<file path="config.mk">
export PLATFORM = sky130hd
export DESIGN_NAME = alu_reg_integration
export DESIGN_NICKNAME = d
export VERILOG_FILES = /design/src/rtl/alu_pkg.sv /design/src/rtl/alu_core.sv /design/src/rtl/alu_reg_integration.sv
export SDC_FILE = /design/constraint.sdc
export NUM_CORES = 1
export LEC_CHECK = 0
export CAP_MARGIN = 20
export CORE_UTILIZATION = 52
export DETAILED_ROUTE_END_ITERATION = 16
export GPL_TIMING_DRIVEN = 0
export PLACE_DENSITY = 0.72
export SYNTH_ARGS = -nofsm -noshare
export SYNTH_HDL_FRONTEND = slang
export SYNTH_SLANG_ARGS = --single-unit
</file>
<file path="constraint.sdc">
create_clock -name clock -period 4.4 [get_ports clock]
set_input_delay 0.88 -clock clock [delete_from_list [all_inputs] [get_ports clock]]
set_output_delay 0.88 -clock clock [all_outputs]
set_load 0.01 [all_outputs]
</file>
<file path="src/rtl/alu_pkg.sv">
// Shared encodings for the ALU/register-file slice: opcodes, extended opcodes,
// flag bit positions and the internal function select used by alu_core.
package alu_pkg;

  localparam logic [3:0] OP_REG   = 4'b0000;
  localparam logic [3:0] OP_AND   = 4'b0001;
  localparam logic [3:0] OP_LWI   = 4'b0011;
  localparam logic [3:0] OP_ADD   = 4'b0101;
  localparam logic [3:0] OP_ADDU  = 4'b0110;
  localparam logic [3:0] OP_ADDC  = 4'b0111;
  localparam logic [3:0] OP_SHIFT = 4'b1000;
  localparam logic [3:0] OP_SUB   = 4'b1001;
  localparam logic [3:0] OP_CMP   = 4'b1011;
  localparam logic [3:0] OP_ADDCU = 4'b1101;

  localparam logic [3:0] EX_NOP   = 4'b0000;
  localparam logic [3:0] EX_AND   = 4'b0001;
  localparam logic [3:0] EX_OR    = 4'b0010;
  localparam logic [3:0] EX_XOR   = 4'b0011;
  localparam logic [3:0] EX_ADD   = 4'b0101;
  localparam logic [3:0] EX_ADDU  = 4'b0110;
  localparam logic [3:0] EX_ADDC  = 4'b0111;
  localparam logic [3:0] EX_SUB   = 4'b1001;
  localparam logic [3:0] EX_CMP   = 4'b1011;
  localparam logic [3:0] EX_MOV   = 4'b1101;

  localparam logic [3:0] EX_ARSH  = 4'b0011;
  localparam logic [3:0] EX_LSH   = 4'b0100;
  localparam logic [3:0] EX_RSH   = 4'b0101;
  localparam logic [3:0] EX_ALSH  = 4'b0110;
  localparam logic [3:0] EX_RSHI  = 4'b0111;
  localparam logic [3:0] EX_LSHI  = 4'b1000;

  localparam int FLAG_C = 4;
  localparam int FLAG_L = 3;
  localparam int FLAG_F = 2;
  localparam int FLAG_Z = 1;
  localparam int FLAG_N = 0;

  typedef enum logic [3:0] {
    FN_NOP, FN_AND, FN_OR, FN_XOR, FN_ADD, FN_SUB, FN_CMP,
    FN_PASSB, FN_SHL, FN_SHR, FN_ASR
  } aluFn_e;

endpackage

</file>
<file path="src/rtl/alu_core.sv">
// Combinational ALU: decodes op/exop, produces the 16-bit result and {C,L,F,Z,N}.
// Zero latency; resultVld/flagsVld tell the caller whether to write each.
module alu_core
  import alu_pkg::*;
(
  input  logic [15:0] a,
  input  logic [15:0] b,
  input  logic        cin,
  input  logic [3:0]  op,
  input  logic [3:0]  exop,
  output logic [15:0] result,
  output logic [4:0]  flags,
  output logic        resultVld,
  output logic        flagsVld
);

  aluFn_e      fn;
  logic        addCin;
  logic [16:0] sum17;
  logic [16:0] diff17;
  logic        addOvf;
  logic        subOvf;
  logic        ltU;
  logic        ltS;
  logic [3:0]  shamt;
  logic [15:0] asrVal;

  always_comb begin
    fn     = FN_NOP;
    addCin = 1'b0;
    unique case (op)
      OP_AND:   fn = FN_AND;
      OP_LWI:   fn = FN_PASSB;
      OP_ADD, OP_ADDU: fn = FN_ADD;
      OP_ADDC, OP_ADDCU: begin
        fn     = FN_ADD;
        addCin = 1'b1;
      end
      OP_SUB:   fn = FN_SUB;
      OP_CMP:   fn = FN_CMP;
      OP_REG: begin
        unique case (exop)
          EX_AND:  fn = FN_AND;
          EX_OR:   fn = FN_OR;
          EX_XOR:  fn = FN_XOR;
          EX_ADD, EX_ADDU: fn = FN_ADD;
          EX_ADDC: begin
            fn     = FN_ADD;
            addCin = 1'b1;
          end
          EX_SUB:  fn = FN_SUB;
          EX_CMP:  fn = FN_CMP;
          EX_MOV:  fn = FN_PASSB;
          default: fn = FN_NOP;
        endcase
      end
      OP_SHIFT: begin
        unique case (exop)
          EX_LSH, EX_LSHI, EX_ALSH: fn = FN_SHL;
          EX_RSH, EX_RSHI:          fn = FN_SHR;
          EX_ARSH:                  fn = FN_ASR;
          default:                  fn = FN_NOP;
        endcase
      end
      default: fn = FN_NOP;
    endcase
  end

  // Carry-in only participates for the ADDC family; 17 bits keep the carry/borrow.
  assign sum17  = {1'b0, a} + {1'b0, b} + {16'b0, cin & addCin};
  assign diff17 = {1'b0, a} - {1'b0, b};
  assign addOvf = (a[15] == b[15]) && (sum17[15] != a[15]);
  assign subOvf = (a[15] != b[15]) && (diff17[15] != a[15]);
  assign ltU    = a < b;
  assign ltS    = $signed(a) < $signed(b);
  assign shamt  = b[3:0];
  assign asrVal = $signed(a) >>> shamt;

  always_comb begin
    result    = 16'h0000;
    flags     = 5'b00000;
    resultVld = 1'b1;
    flagsVld  = 1'b0;
    unique case (fn)
      FN_AND:   result = a & b;
      FN_OR:    result = a | b;
      FN_XOR:   result = a ^ b;
      FN_PASSB: result = b;
      FN_SHL:   result = a << shamt;
      FN_SHR:   result = a >> shamt;
      FN_ASR:   result = asrVal;
      FN_ADD: begin
        result         = sum17[15:0];
        flagsVld       = 1'b1;
        flags[FLAG_C]  = sum17[16];
        flags[FLAG_L]  = ltU;
        flags[FLAG_F]  = addOvf;
        flags[FLAG_Z]  = (sum17[15:0] == 16'h0000);
        flags[FLAG_N]  = ltS;
      end
      FN_SUB, FN_CMP: begin
        result         = (fn == FN_CMP) ? {15'b0, ltS} : diff17[15:0];
        flagsVld       = 1'b1;
        flags[FLAG_C]  = diff17[16];
        flags[FLAG_L]  = ltU;
        flags[FLAG_F]  = subOvf;
        flags[FLAG_Z]  = (diff17[15:0] == 16'h0000);
        flags[FLAG_N]  = ltS;
      end
      default:  resultVld = 1'b0;
    endcase
  end

endmodule

</file>
<file path="src/rtl/alu_reg_integration.sv">
// Sixteen 16-bit registers around alu_core; result and flags commit one edge after inputs.
// Destinations 16-31 discard the result; flags hold unless an add/sub/cmp executes.
module alu_reg_integration
  import alu_pkg::*;
(
  input  logic        clock,
  input  logic        reset,
  input  logic [15:0] immediate,
  input  logic [4:0]  regEnables,
  input  logic [4:0]  buffAEnables,
  input  logic [4:0]  buffBEnables,
  input  logic        Cin,
  input  logic        regOrImmed,
  input  logic [3:0]  op,
  input  logic [3:0]  exop,
  output logic [4:0]  flagsOutput,
  output logic [15:0] regOut15
);

  logic [15:0] regs [16];
  logic [15:0] aVal;
  logic [15:0] bVal;
  logic [15:0] aluResult;
  logic [4:0]  aluFlags;
  logic        resultVld;
  logic        flagsVld;
  logic        writeEn;
  logic        unusedSelBits;

  assign unusedSelBits = buffAEnables[4] ^ buffBEnables[4];

  assign aVal = regs[buffAEnables[3:0]];
  assign bVal = regOrImmed ? regs[buffBEnables[3:0]] : immediate;

  alu_core uAluCore (
    .a         (aVal),
    .b         (bVal),
    .cin       (Cin),
    .op        (op),
    .exop      (exop),
    .result    (aluResult),
    .flags     (aluFlags),
    .resultVld (resultVld),
    .flagsVld  (flagsVld)
  );

  assign writeEn = resultVld && !regEnables[4];

  always_ff @(posedge clock or negedge reset) begin
    if (!reset) begin
      for (int i = 0; i < 16; i++) regs[i] <= 16'h0000;
      flagsOutput <= 5'b00000;
    end else begin
      if (writeEn) regs[regEnables[3:0]] <= aluResult;
      if (flagsVld) flagsOutput <= aluFlags;
    end
  end

  assign regOut15 = regs[15];

endmodule

</file>
==> results.ini, run 1 <==
[status]
outcome = complete, but fails checks
failed_checks = setup timing

[cells_and_area]
drive_above_1_share_pct = 35.55
multi_input_area_um2 = 12230
ff_latch_area_um2 = 6531
fill_cells = 2716
stdcell_area_um2 = 23770
antennaDiodeCount = 0
area_growth_pct = 26.26
fin_nets = 2093

[power_and_ir_drop]
p_seq_share_pct = 28.6
vdd_drop_max_v = 0.0004085
p_switching_mw = 5.189
totalPowerFinal_mw = 13.01
p_comb_share_pct = 52.2
power.leakage_nw = 10.11
p_per_area_nw_per_um2 = 547.2
switching_share_pct = 39.89
p_clk_share_pct = 19.2
internal-power_mw = 7.819

[synth]
ys.flop_type = dfrtp_1
ys_warn_count = 0
syn_inst = 1793
synth_edf_count = 0
yosysMostFrequentCell = dfrtp_1
ys_async_sr_fraction_pct = 100.0
ys_seq_elements = 261
yosysSeqAreaShare_pct = 34.69
synth_cell_types = 87
synth_area_per_cell_um2 = 10.50
yosysTopAreaCell = dfrtp_1
syn_area_um2 = 18830
synth_top_area_share_pct = 34.69
synth.net_count = 1888
yosys-top-cells-count = dfrtp_1, nand2_1, mux4_2
synth_area_leaders = dfrtp_1, mux4_2, mux2_2

[floorplanning]
io_pins = 64
coreArea_um2 = 35570
floorplan.die_area_um2 = 36970
die_h_um = 192.3
start_util_pct = 52.93
rows = 69
die_w_um = 192.3

[run]
maxCapViolations = 0

[critical_path]
worstPathRequired_ns = 4.85
crit_arrival_ns = 5.45
cp_common_cell = buf_12
criticalPathCategory = primary input to register
reg2reg_setup_slack_ns = -0.31
reg2reg_to = regs[62]$_DFFE_PN0P_
crit_chain = buf_12 -> buf_12 -> buf_12 -> buf_12 -> buf_12 -> buf_12 -> mux4_2 -> mux2i_4 -> o22ai_4 -> a21oi_4 -> buf_4 -> ha_4 -> clkbuf_16 -> a221o_2 -> a311oi_4 -> o41ai_4 -> buf_4 -> o31ai_4 -> xnor2_2 -> a221oi_2 -> nand3_4 -> buf_4 -> mux2_4
cp_slowest_cell = a311oi_4
crit_fanout = 10
r2r-start = regOut15[1]$_DFFE_PN0P_
cp-start-kind = primary input
reg2reg_depth = 19
slowest_delay_ns = 0.37
crit_path_end_kind = register

[min_path]
hp-class = primary input to asynchronous set/reset pin

[cts]
cts-root-buf = clkbuf_16
clock_sinks = 261
cts.reportedPaths.clkPinSlew_ns = 0.06
tritoncts = done
cts.path.max_buffers = 3
cts_buffers = 29
htreeDepth = 1
clkLatencyLatePin_ns = 0.57
ctsHoldBuffers = 0

[timing]
fin_skew_ns = 0.01810
worst_slew_pin_slew_ns = 1.115
slew_headroom_pct = 25.70
setup_ws_ns = -0.5966
layout_min_cycle_time_ns = 4.997
setup_viol = 247
holdWs_ns = 0.2397
max_freq_mhz = 200.1
slew_violations = 0
hold_viol = 0
rsz0062_at_grt = yes
period_share_pct = 113.6

[routing]
final_antenna_net_count = 0
wl_per_cell_um = 31.58
drcViolationCount = 0
drtIter0Drc = 2121
wl_um = 78260
viasPerCell = 7.058
dr_total_vias = 17490
firstDrtPassIters = 9

[grt]
grt_pass1_vias = 17140
grt_max_degree = 107
grt_first_pass_wirelength_um = 113100
antenna_found_initial = 0
grt_usage_pct = 42.65
grt_overflow = 0

[placement]
dp_slack_ns = -3.352
port_buffers = 52
gp_congestion = 1.042
place_area_um2 = 20790
dp_hpwl_um = 54560

flip-flops by register name, summed over array words and instances (netlist names):
| signal | count |
|---|---|
| flagsOutput | 5 |
| regOut15 | 16 |
| regs | 240 |
through the flow:
stage | utilization (%) | setup TNS [ns] | instances
after floorplan | - | -57.32 | 1793
after global placement | 58.13 | -2910.75 | 2306
after detailed placement | 58.45 | -657.15 | 2313
after CTS | 64.46 | -102.03 | 2424
after global routing | 66.83 | -110.36 | 2478
final | 66.83 | -83.49 | 2478
critical path: cells and delay by family:
family          cells  cell delay, ns
buf+inv            10            1.51
simple gates        1            0.21
fa+ha+maj           1            0.19
compound gates      7            1.71
mux                 3            0.78
xor+xnor            1            0.13
worst max path at each step:
stage	from	end	slack, ns	cells past startpoint
finish	buffBEnables[1]	regs[255]$_DFFE_PN0P_	-0.60	23
detailed placement	buffBEnables[3]	regs[27]$_DFFE_PN0P_	-3.35	18
global route	buffBEnables[0]	regs[239]$_DFFE_PN0P_	-0.65	21
CTS	buffAEnables[0]	regs[47]$_DFFE_PN0P_	-0.61	17
floorplan	buffBEnables[1]	regs[110]$_DFFE_PN0P_	-0.50	20
global placement	reset	regs[169]$_DFFE_PN0P_	-8.68	1
routing by layer:
metal,vias to the layer above,GRT usage [%],part of all wire [%]
li1,7140,-,-
met5,-,0,0
met2,1273,68.21,46
met3,413,8.820,9.9
met1,8664,51.62,35
met4,0,30.07,8.9
power groups by stage:
stage	Sequential, mW	Clock (mW)	Combinational (mW)
finish	3.72	2.50	6.79
global route	3.78	2.60	7.12
CTS	3.67	2.50	6.16
detailed placement	3.70	0	5.59
global placement	3.64	0	5.51
floorplan	3.51	0	4.00
area by class of cell:
cell class                 instances  share of cell area (%)
timing repair buffer             177                   6.900
clock buffer                      43                   3.569
multi-input combinational       1312                   51.43
sequential                       261                   27.48
buffer                           165                   6.795
inverter                          52                  0.9106
clock inverter                     7                  0.4895
tap                              461                   2.426
cell families after synthesis:
| group | share of synthesized area (%) |
|---|---|
| AO/OA/AOI/OAI | 14.04 |
| flip-flops | 34.69 |
| adder cells (fa/ha/maj) | 3.575 |
| AND/OR/NAND/NOR | 11.90 |
| multiplexers | 28.98 |
| XOR/XNOR | 1.023 |
| buffers and inverters | 5.789 |
cells in the final DEF (no fill, tap or decap), drive strengths merged, types with 16 or more instances in the layout:
cell           count
a21oi            111
buf              216
clkbuf           119
clkdlybuf4s50     48
dfrtp            261
ha                49
inv               49
mux2             129
mux2i             90
mux4             136
nand2            174
nand3             40
nor2             116
nor2b             18
nor3              47
nor4              18
o21ai            130
xnor2             16
timing repair:
item,4_1_cts,5_1_grt
cloned,3,4
buffers inserted,58,54
endpoints found under the setup margin,261,261
resized for setup,170,104
pin swaps,28,43
(Power assumes the default switching activity.)
==> inputs of run 2 (changes only) <==
TNS_END_PERCENT = 20   (was unset)
==> run 2 against run 1 <==
  * The flow still finishes with violations (setup timing)
  * Total power up 1.3%
  * Non-clock buffer count is 30 higher
  * Register-to-register slack hardly changed
  * Sequential cell count stayed put
  * Highest routed layer unchanged
  * Fmax is 3.2% higher
==> results.ini, run 2 (synthesized netlist as in run 1, its figures left out) <==
[cts]
cts-root-buf = clkbuf_16
htreeDepth = 1
clock_sinks = 261
cts.path.max_buffers = 3
ctsHoldBuffers = 0
tritoncts = done
cts_buffers = 31
clkLatencyLatePin_ns = 0.59
cts.reportedPaths.clkPinSlew_ns = 0.06

[placement]
dp_hpwl_um = 53660
port_buffers = 52
dp_cells = 2314
gp_congestion = 1.004
dp_slack_ns = -3.053
place_area_um2 = 20590

[critical_path]
criticalPathCategory = primary input to register
crit_fanout = 10
cp-start-kind = primary input
r2r-start = regs[128]$_DFFE_PN0P_
cp-startpoint = buffAEnables[0]
crit_arrival_ns = 5.30
crit_path_end_kind = register
reg2reg_depth = 18
worstPathRequired_ns = 4.86

[floorplanning]
die_h_um = 192.3
io_pins = 64
coreArea_um2 = 35570
rows = 69
die_w_um = 192.3
floorplan.die_area_um2 = 36970
start_util_pct = 52.93

[timing]
setup_ws_ns = -0.4437
hold_viol = 0
worst_slew_pin_slew_ns = 1.045
layout_min_cycle_time_ns = 4.844
slew_violations = 0
period_share_pct = 110.1
fin_skew_ns = 0.02516
setup_tns_ns = -56.63
holdWs_ns = 0.1877
setup_viol = 236
max_freq_mhz = 206.5
rsz0062_at_grt = yes
slew_headroom_pct = 30.31

[routing]
dr_total_vias = 17920
firstDrtPassIters = 6
wl_per_cell_um = 32.08
viasPerCell = 7.137
final_antenna_net_count = 0
wl_um = 80560
drtIter0Drc = 2233
drcViolationCount = 0

[grt]
grt_first_pass_wirelength_um = 114900
grt_pass1_vias = 17440
grt_overflow = 0
grt_max_degree = 125
antenna_found_initial = 0
grt_usage_pct = 43.30

[status]
failed_checks = setup timing
outcome = complete, but fails checks

[cells_and_area]
largest_reg_flops = 240
top_register = regs
fin_nets = 2125
post-route-util_pct = 68.02
final_cell_mix = dfrtp_1, nand2_1, buf_4
drive_above_1_share_pct = 37.95
final_cells = 2511
stdcell_area_um2 = 24190
area_growth_pct = 28.51
layout_commonest_cell = dfrtp_1
antennaDiodeCount = 0

[power_and_ir_drop]
vdd_drop_max_v = 0.0003940
p_per_area_nw_per_um2 = 544.6
totalPowerFinal_mw = 13.18
power.leakage_nw = 10.32

[run]
maxCapViolations = 0

[min_path]
hp-class = primary input to asynchronous set/reset pin

==> run 2: cell types whose count changed in the layout (fill, tap and decap cells not counted), sizes merged <==
cell      delta
buf         +36
clkinvlp     -1
clkbuf       -5
inv          +2
clkinv       +4
bufinv       -3
==> run 2: repair_timing <==
action	4_1_cts	5_1_grt
setup buffers	82	64
setup endpoints to repair	261	258
resized for setup	223	166
gates cloned	7	4
pin swaps	45	64
==> run 2: layout make-up <==
class	count	area, µm²
fillers	2632	11370
inverters	52	226.5
repair buffers	216	2123
multi-input cells	1312	12300
well taps	461	576.8
clock buffers	44	874.6
plain buffers	156	1496
clock inverters	9	62.56
flip-flops and latches	261	6531
==> run 2: final timing paths <==
| path | slack (ns) | to |
|---|---|---|
| worst min register to register | 0.50 | regs[105]$_DFFE_PN0P_ |
| worst max-delay path | -0.44 | regs[95]$_DFFE_PN0P_ |
| worst min-delay path | 0.19 | regs[142]$_DFFE_PN0P_ |
| worst max register to register | -0.30 | regs[110]$_DFFE_PN0P_ |
| min in group clock | 0.50 | regs[105]$_DFFE_PN0P_ |
| max in group asynchronous | 3.27 | regs[164]$_DFFE_PN0P_ |
==> run 2: worst max-delay path: stages <==
cell,delay [ns]
buf_16,0.09
buf_16,0.14
buf_12,0.17
mux4_2,0.52
mux4_2,0.65
ha_4,0.28
buf_8,0.14
a221o_1,0.37
a311oi_4,0.39
o41ai_4,0.16
o31ai_4,0.32
xnor2_2,0.11
a221oi_2,0.33
nand3_4,0.26
buf_6,0.20
mux2_2,0.26
==> run 2: power breakdown <==
group          leakage [nW]  internal [mW]  total, mW  switching [mW]
registers              3.43           3.12       3.75           0.635
logic                  6.44           3.29       6.96            3.66
clock network         0.460           1.37       2.47            1.09
total                  10.3           7.79       13.2            5.39
==> run 2: layer usage <==
metal	GRT usage, %	wire length, µm	vias up
met2	66.44	35910	1438
met3	10.26	8874	485
met1	52.40	27940	8792
li1	-	-	7206
met4	34.49	7841	0
met5	0	0	-
